$ cat config.mk
export PLATFORM = sky130hd
export DESIGN_NAME = sensor_packet_streamer_flat
export DESIGN_NICKNAME = d
export VERILOG_FILES = /design/src/rtl/sensor_packet_streamer_if.sv /design/src/rtl/sensor_packet_streamer.sv /design/src/flat_wrapper.sv
export SDC_FILE = /design/constraint.sdc
export NUM_CORES = 1
export LEC_CHECK = 0
export ABC_CLOCK_PERIOD_IN_PS = 5400
export BUFFER_PORTS_ARGS = -buffer_cell sky130_fd_sc_hd__buf_2
export CAP_MARGIN = 20
export CORE_MARGIN = 2
export CORE_UTILIZATION = 30
export DETAILED_ROUTE_END_ITERATION = 12
export GPL_TIMING_DRIVEN = 0
export PLACE_DENSITY = 0.58
export SYNTH_ARGS = -nofsm -noshare
export SYNTH_HDL_FRONTEND = slang
export SYNTH_SLANG_ARGS = --single-unit
export TNS_END_PERCENT = 20
$ cat constraint.sdc
create_clock -name clk -period 5.4 [get_ports clk]
set_clock_uncertainty 0.1 [all_clocks]
set_input_delay 0.27 -clock clk [delete_from_list [all_inputs] [get_ports clk]]
set_output_delay 0.27 -clock clk [all_outputs]
set_load 0.05 [all_outputs]
$ cat src/rtl/sensor_packet_streamer_if.sv
// Sample-in / framed-word-out bundle for sensor_packet_streamer.
// The master side is the streamer; the slave side is the sensor/UART environment.
interface sensor_packet_streamer_if #(
  parameter int N_CH     = 4,
  parameter int SAMPLE_W = 24
);
  logic [N_CH*SAMPLE_W-1:0] i_sample;
  logic [N_CH-1:0]          i_sample_valid;
  logic [SAMPLE_W+15:0]     o_tx_data;
  logic                     o_tx_valid;
  logic                     i_tx_ready;

  modport master (
    input  i_sample, i_sample_valid, i_tx_ready,
    output o_tx_data, o_tx_valid
  );

  modport slave (
    output i_sample, i_sample_valid, i_tx_ready,
    input  o_tx_data, o_tx_valid
  );
endinterface

$ cat src/rtl/sensor_packet_streamer.sv
// Multi-channel sample streamer: per-channel holding registers, round-robin arbiter,
// FIFO and an output register emitting {SYNC, ch_id, seq, sample} words.
module sensor_packet_streamer #(
  parameter int          N_CH       = 4,
  parameter int          SAMPLE_W   = 24,
  parameter int          FIFO_DEPTH = 16,
  parameter logic [7:0]  SYNC_BYTE  = 8'hA5
) (
  input  logic                          clk,
  input  logic                          rstn,
  input  logic                          i_enable,
  input  logic                          i_clear_stats,
  output logic [15:0]                   o_overflow_cnt,
  output logic [$clog2(FIFO_DEPTH):0]   o_fifo_level,
  output logic                          o_busy,
  sensor_packet_streamer_if.master      bus
);

  localparam int CH_W = (N_CH > 1) ? $clog2(N_CH) : 1;
  localparam int AW   = $clog2(FIFO_DEPTH);

  typedef struct packed {
    logic [3:0]          ch;
    logic [3:0]          seq;
    logic [SAMPLE_W-1:0] sample;
  } entry_t;

  logic [SAMPLE_W-1:0] hold_q [N_CH];
  logic [SAMPLE_W-1:0] hold_d [N_CH];
  logic [3:0]          seq_q  [N_CH];
  logic [3:0]          seq_d  [N_CH];
  logic [N_CH-1:0]     pending_q, pending_d;
  logic [CH_W-1:0]     last_grant_q, last_grant_d;

  entry_t              mem [FIFO_DEPTH];
  logic [AW-1:0]       wr_ptr_q, wr_ptr_d, rd_ptr_q, rd_ptr_d;
  logic [AW:0]         count_q, count_d;

  logic [15:0]         ovf_q, ovf_d;
  logic                tx_valid_q, tx_valid_d;
  entry_t              tx_q, tx_d;

  logic                grant_found;
  logic [CH_W-1:0]     grant_idx;
  logic [CH_W-1:0]     cand;
  logic [N_CH-1:0]     grant_oh;
  logic                fifo_full, do_write, do_read;
  logic [4:0]          drop_cnt;
  logic [16:0]         ovf_sum;
  entry_t              wr_entry;

  // Round-robin: first pending channel strictly after the last one granted.
  // NOTE: every variable written in always_comb gets a default first, so no latch is inferred.
  always_comb begin
    grant_found = 1'b0;
    grant_idx   = last_grant_q;
    cand        = '0;
    for (int i = 1; i <= N_CH; i++) begin
      cand = CH_W'((int'(last_grant_q) + i) % N_CH);
      if (!grant_found && pending_q[cand]) begin
        grant_found = 1'b1;
        grant_idx   = cand;
      end
    end
  end

  assign fifo_full = (count_q == (AW+1)'(FIFO_DEPTH));
  assign do_write  = grant_found && !fifo_full;
  assign do_read   = (count_q != '0) && (!tx_valid_q || bus.i_tx_ready);

  always_comb begin
    grant_oh = '0;
    for (int k = 0; k < N_CH; k++) begin
      grant_oh[k] = do_write && (grant_idx == CH_W'(k));
    end
  end

  // A capture onto a still-pending, ungranted channel overwrites it and counts one drop.
  always_comb begin
    drop_cnt = '0;
    for (int k = 0; k < N_CH; k++) begin
      hold_d[k]    = hold_q[k];
      pending_d[k] = pending_q[k] & ~grant_oh[k];
      if (i_enable && bus.i_sample_valid[k]) begin
        hold_d[k]    = bus.i_sample[k*SAMPLE_W +: SAMPLE_W];
        pending_d[k] = 1'b1;
        if (pending_q[k] && !grant_oh[k]) drop_cnt = drop_cnt + 5'd1;
      end
      if (i_clear_stats)    seq_d[k] = 4'd0;
      else if (grant_oh[k]) seq_d[k] = seq_q[k] + 4'd1;
      else                  seq_d[k] = seq_q[k];
    end
  end

  always_comb begin
    ovf_sum = {1'b0, ovf_q} + 17'(drop_cnt);
    if (i_clear_stats)   ovf_d = '0;
    else if (ovf_sum[16]) ovf_d = 16'hFFFF;
    else                 ovf_d = ovf_sum[15:0];
  end

  always_comb begin
    wr_entry.ch     = 4'(grant_idx);
    wr_entry.seq    = seq_q[grant_idx];
    wr_entry.sample = hold_q[grant_idx];
    last_grant_d    = do_write ? grant_idx : last_grant_q;
    wr_ptr_d        = wr_ptr_q + AW'(do_write);
    rd_ptr_d        = rd_ptr_q + AW'(do_read);
    count_d         = count_q + (AW+1)'(do_write) - (AW+1)'(do_read);
  end

  // Output register: refills whenever empty or its word is taken; holds while stalled.
  always_comb begin
    tx_valid_d = tx_valid_q;
    tx_d       = tx_q;
    if (do_read) begin
      tx_valid_d = 1'b1;
      tx_d       = mem[rd_ptr_q];
    end else if (bus.i_tx_ready) begin
      tx_valid_d = 1'b0;
    end
  end

  // NOTE: FIFO storage is not reset; the cleared pointers make stale entries unreachable.
  always_ff @(posedge clk) begin
    if (rstn && do_write) mem[wr_ptr_q] <= wr_entry;
  end

  // NOTE: state updates use non-blocking assignments so all flops sample the same pre-edge values.
  always_ff @(posedge clk) begin
    if (!rstn) begin
      pending_q    <= '0;
      last_grant_q <= CH_W'(N_CH - 1);
      wr_ptr_q     <= '0;
      rd_ptr_q     <= '0;
      count_q      <= '0;
      ovf_q        <= '0;
      tx_valid_q   <= 1'b0;
      tx_q         <= '0;
      for (int k = 0; k < N_CH; k++) begin
        hold_q[k] <= '0;
        seq_q[k]  <= '0;
      end
    end else begin
      pending_q    <= pending_d;
      last_grant_q <= last_grant_d;
      wr_ptr_q     <= wr_ptr_d;
      rd_ptr_q     <= rd_ptr_d;
      count_q      <= count_d;
      ovf_q        <= ovf_d;
      tx_valid_q   <= tx_valid_d;
      tx_q         <= tx_d;
      hold_q       <= hold_d;
      seq_q        <= seq_d;
    end
  end

  assign bus.o_tx_valid = tx_valid_q;
  assign bus.o_tx_data  = tx_valid_q ? {SYNC_BYTE, tx_q} : '0;
  assign o_overflow_cnt = ovf_q;
  assign o_fifo_level   = count_q;
  assign o_busy         = (|pending_q) || (count_q != '0) || tx_valid_q;

endmodule

$ cat src/flat_wrapper.sv
// flat-port wrapper written by rule: the top's interface ports become plain ports
module sensor_packet_streamer_flat 
#(
  parameter int          N_CH       = 4,
  parameter int          SAMPLE_W   = 24,
  parameter int          FIFO_DEPTH = 16,
  parameter logic [7:0]  SYNC_BYTE  = 8'hA5
)
  (clk, rstn, i_enable, i_clear_stats, o_overflow_cnt, o_fifo_level, o_busy, bus_i_sample, bus_i_sample_valid, bus_i_tx_ready, bus_o_tx_data, bus_o_tx_valid);
  sensor_packet_streamer_if #(.N_CH(N_CH), .SAMPLE_W(SAMPLE_W)) bus_i ();
  input  logic clk;
  input  logic rstn;
  input  logic i_enable;
  input  logic i_clear_stats;
  output logic [15:0] o_overflow_cnt;
  output logic [$clog2(FIFO_DEPTH):0] o_fifo_level;
  output logic o_busy;
  input wire logic [$bits(bus_i.i_sample)-1:0] bus_i_sample;
  input wire logic [$bits(bus_i.i_sample_valid)-1:0] bus_i_sample_valid;
  input wire logic [$bits(bus_i.i_tx_ready)-1:0] bus_i_tx_ready;
  output wire logic [$bits(bus_i.o_tx_data)-1:0] bus_o_tx_data;
  output wire logic [$bits(bus_i.o_tx_valid)-1:0] bus_o_tx_valid;
  assign bus_i.i_sample = bus_i_sample;
  assign bus_i.i_sample_valid = bus_i_sample_valid;
  assign bus_i.i_tx_ready = bus_i_tx_ready;
  assign bus_o_tx_data = bus_i.o_tx_data;
  assign bus_o_tx_valid = bus_i.o_tx_valid;
  sensor_packet_streamer #(.N_CH(N_CH), .SAMPLE_W(SAMPLE_W), .FIFO_DEPTH(FIFO_DEPTH), .SYNC_BYTE(SYNC_BYTE)) u_core (.clk(clk), .rstn(rstn), .i_enable(i_enable), .i_clear_stats(i_clear_stats), .o_overflow_cnt(o_overflow_cnt), .o_fifo_level(o_fifo_level), .o_busy(o_busy), .bus(bus_i));
endmodule
==> results.ini <==
[run_status]
status=finished clean

[logic_synthesis]
syn_area_um2=26600
syn-instance-count=1749
yosysUniqueCellTypes=60
ys_warn_count=0
ys.flop_type=edfxtp_1
yosysTopAreaCell=edfxtp_1
synth-edff-count=480
synth_seq_area_share_pct=67.5
synth_top_area_share_pct=54.1
netlist_top_cells_area=edfxtp_1 (54%), dfxtp_1 (13%), mux4_2 (10%), mux2i_1 (3.2%), nand2_1 (3.0%)
async_flop_share_pct=0
syn_avg_cell_area_um2=15.2
ys_ff_latch=658

[critical_path]
reg2reg_setup_slack_ns=0.33
start_kind=flop
timing_worst_setup_path_type=reg -> reg
worstReg2RegEnd=u_core.o_overflow_cnt[9]$_SDFF_PP0_
crit_arrival_ns=5.48
r2r_cells=24
worst_ep_required_time_ns=5.81
r2r_start=u_core.o_fifo_level[2]$_SDFF_PN0_
cp_max_fo=9
cp-end-kind=flop

[floorplan]
die_width_um=302
start_util_pct=30.2
placementRows=109
dieArea_um2=91100
io_pins=168
die_h_um=302
coreArea_um2=88100

[hold_path]
hp-class=in -> reg
hold_path_depth=4
min_delay_worst_endpoint=u_core.hold_q[27]$_SDFFE_PN0P_
min_from=bus_i_sample_valid[2]

[placed_design]
placedCellCount=3122
pre_cts_ws_ns=-0.838
hpwl_um=50300
port_buffers=161
place_congestion=0.801

[global_route]
grt_pass1_vias=17200
antenna_found_initial=0
grt_start_max_net_pins=26
grt_pass1_wl_um=105000
overflow=0
grtUsageTotal_pct=15.5

[drt]
wire_per_inst_um=21.2
drt.antenna.violating_nets=0
wirelength_um=71300
via_per_inst=4.87
vias=16400
first_iter_violations=1254
drtPass1Iterations=5
drc=0

[timing]
finalHoldViolCount=0
fin_ws_ns=0.328
rsz0062_at_grt=no
worst_slew_pin_slew_ns=1.05
slew_violations=0
finalCriticalPeriod_ns=5.07
fin_crit_sh_pct=93.9
max_freq_mhz=197
slew_headroom_pct=28.9
setup_tns_ns=0
setup_viol=0

[cells_and_area]
final_cell_count_no_fill=3359
nets=2267
area_delta_synth_final_pct=23.9
n_antenna_cell=0
drive_gt1_share_pct=23.6
utilization_pct=37.4

[clocking]
cts_tree=yes
cts.sinks=658
cts_buffer_depth=3
cts.htree.levels=3
cts_root_buf=clkbuf_16
cts_buffers=67
clk_pin_slew_ns=0.06
insertion_delay_ns=0.61

[pwr]
ir_drop_mv=0.239
p_leak_nw=11.4
p_per_area_nw_per_um2=437

[run]
drv_cap=0

[kinds of logic (layout without fill, tap and decap cells)]
family                   count (synthesis)  after routing  share of synthesized area (%)
flip-flops                             658            658                           67.5
AND/OR/NAND/NOR                        384            384                           6.91
AO/OA/AOI/OAI                          319            319                           8.02
multiplexers                           205            205                           13.4
buffers and inverters                  142            582                           2.41
adder cells (fa/ha/maj)                 23             23                           1.14
XOR/XNOR                                17             17                          0.616
other                                    1              6                         0.0141
[cells in the final DEF (no fill, tap or decap), drive strengths merged, types with 84 or more instances in the layout]
| cell type | n |
|---|---|
| edfxtp | 480 |
| buf | 261 |
| nand2 | 216 |
| dfxtp | 178 |
| clkbuf | 161 |
| mux4 | 120 |
| a21boi | 100 |
| dlygate4sd3 | 98 |
| a21oi | 94 |
| mux2i | 84 |
[per-layer routing]
metal	track usage (%)	vias to the layer above	wire (um)
met5	0	-	0
li1	-	7457	-
met1	19.6	8322	30200
met3	2.74	88	3970
met4	4.73	0	1500
met2	27.2	502	35700
[synthesized netlist by cell type (all sizes together) (2+ instances only)]
cell type,number
nand2,216
xnor2,11
o31ai,10
inv,26
or3,6
dfxtp,178
o21bai,2
a311oi,3
a31oi,5
a41oi,3
nor3,10
nor2b,36
a211oi,5
xor2,5
nand3,16
nand4b,2
nand2b,5
nor4,3
nor2,19
mux4,120
o21ai,22
buf,43
and3,5
or4b,2
clkbuf,72
a22oi,61
a21o,4
ha,21
a21oi,94
or4,9
o21a,4
mux2i,84
edfxtp,480
nand4,4
fa,2
o2111ai,2
and2,47
a21boi,100
[critical path, stage by stage (launching register included)]
cell and delay, ns:
dfxtp_2 0.34, inv_1 0.06, ha_1 0.22, nor4bb_4 0.17, or2_1 0.23, buf_6 0.14
clkinv_4 0.10, nand4_4 0.10, o21ai_2 0.15, nor2_1 0.06, ha_1 0.30, nand2_1 0.07
o21ai_0 0.08, nand2_1 0.09, a41oi_2 0.20, ha_1 0.28, mux2_2 0.30, ha_4 0.25
o221a_2 0.29, ha_1 0.27, a21o_1 0.12, a21oi_1 0.11, o21a_2 0.28, or4_1 0.51
a31oi_1 0.16
[through the flow]
step / instance area [um2] / hold slack (ns) / total power [mW]
after global routing: 33000 / 0.139 / 15.0
after detailed placement: 29600 / 0.357 / 9.76
after global placement: 28900 / 0.351 / 9.63
final: 33000 / 0.101 / 14.4
after floorplan: 26600 / 0.315 / 8.57
after CTS: 32900 / 0.0715 / 14.5
[flip-flops by register name (all words and copies together), names as in the netlist, 4 cells and up]
signal,cells
u_core.mem,480
u_core.hold_q,96
u_core.tx_q,30
u_core.o_overflow_cnt,16
u_core.seq_q,16
u_core.o_fifo_level,5
u_core.pending_q,4
u_core.rd_ptr_q,4
u_core.wr_ptr_q,4
[cell type report]
cell class	count	area, um2
sequential	658	18000
fill	8293	55100
inverter	27	106
timing repair buffer	317	2460
buffer	114	529
clock inverter	35	382
clock buffer	89	1860
multi-input combinational	954	8200
tap	1165	1460
[timing repair]
action	CTS	global route
hold buffers	98	0
gates resized for setup	8	8
pin swaps	2	7
buffers inserted	4	5
setup endpoints to repair	16	16
endpoints found under the hold margin	99	0
cloned	0	0
[power by group]
| part | internal, mW | switching, mW |
|---|---|---|
| Combinational | 1.47 | 2.22 |
| Clock | 2.79 | 1.94 |
| Sequential | 5.83 | 0.167 |
| Total | 10.1 | 4.33 |
[worst max path at each step]
stage                                            to                         startpoint  cells past startpoint
2_1_floorplan   u_core.o_overflow_cnt[5]$_SDFF_PP0_  u_core.o_fifo_level[2]$_SDFF_PN0_                     26
3_3_place_gp            u_core.mem[0][12]$_DFFE_PP_  u_core.o_fifo_level[2]$_SDFF_PN0_                      7
3_5_place_dp    u_core.o_overflow_cnt[5]$_SDFF_PP0_  u_core.o_fifo_level[2]$_SDFF_PN0_                     27
6_report        u_core.o_overflow_cnt[9]$_SDFF_PP0_  u_core.o_fifo_level[2]$_SDFF_PN0_                     24
5_1_grt        u_core.o_overflow_cnt[14]$_SDFF_PP0_  u_core.o_fifo_level[2]$_SDFF_PN0_                     27
4_1_cts         u_core.o_overflow_cnt[9]$_SDFF_PP0_  u_core.o_fifo_level[2]$_SDFF_PN0_                     24
(Power assumes the default switching activity.)
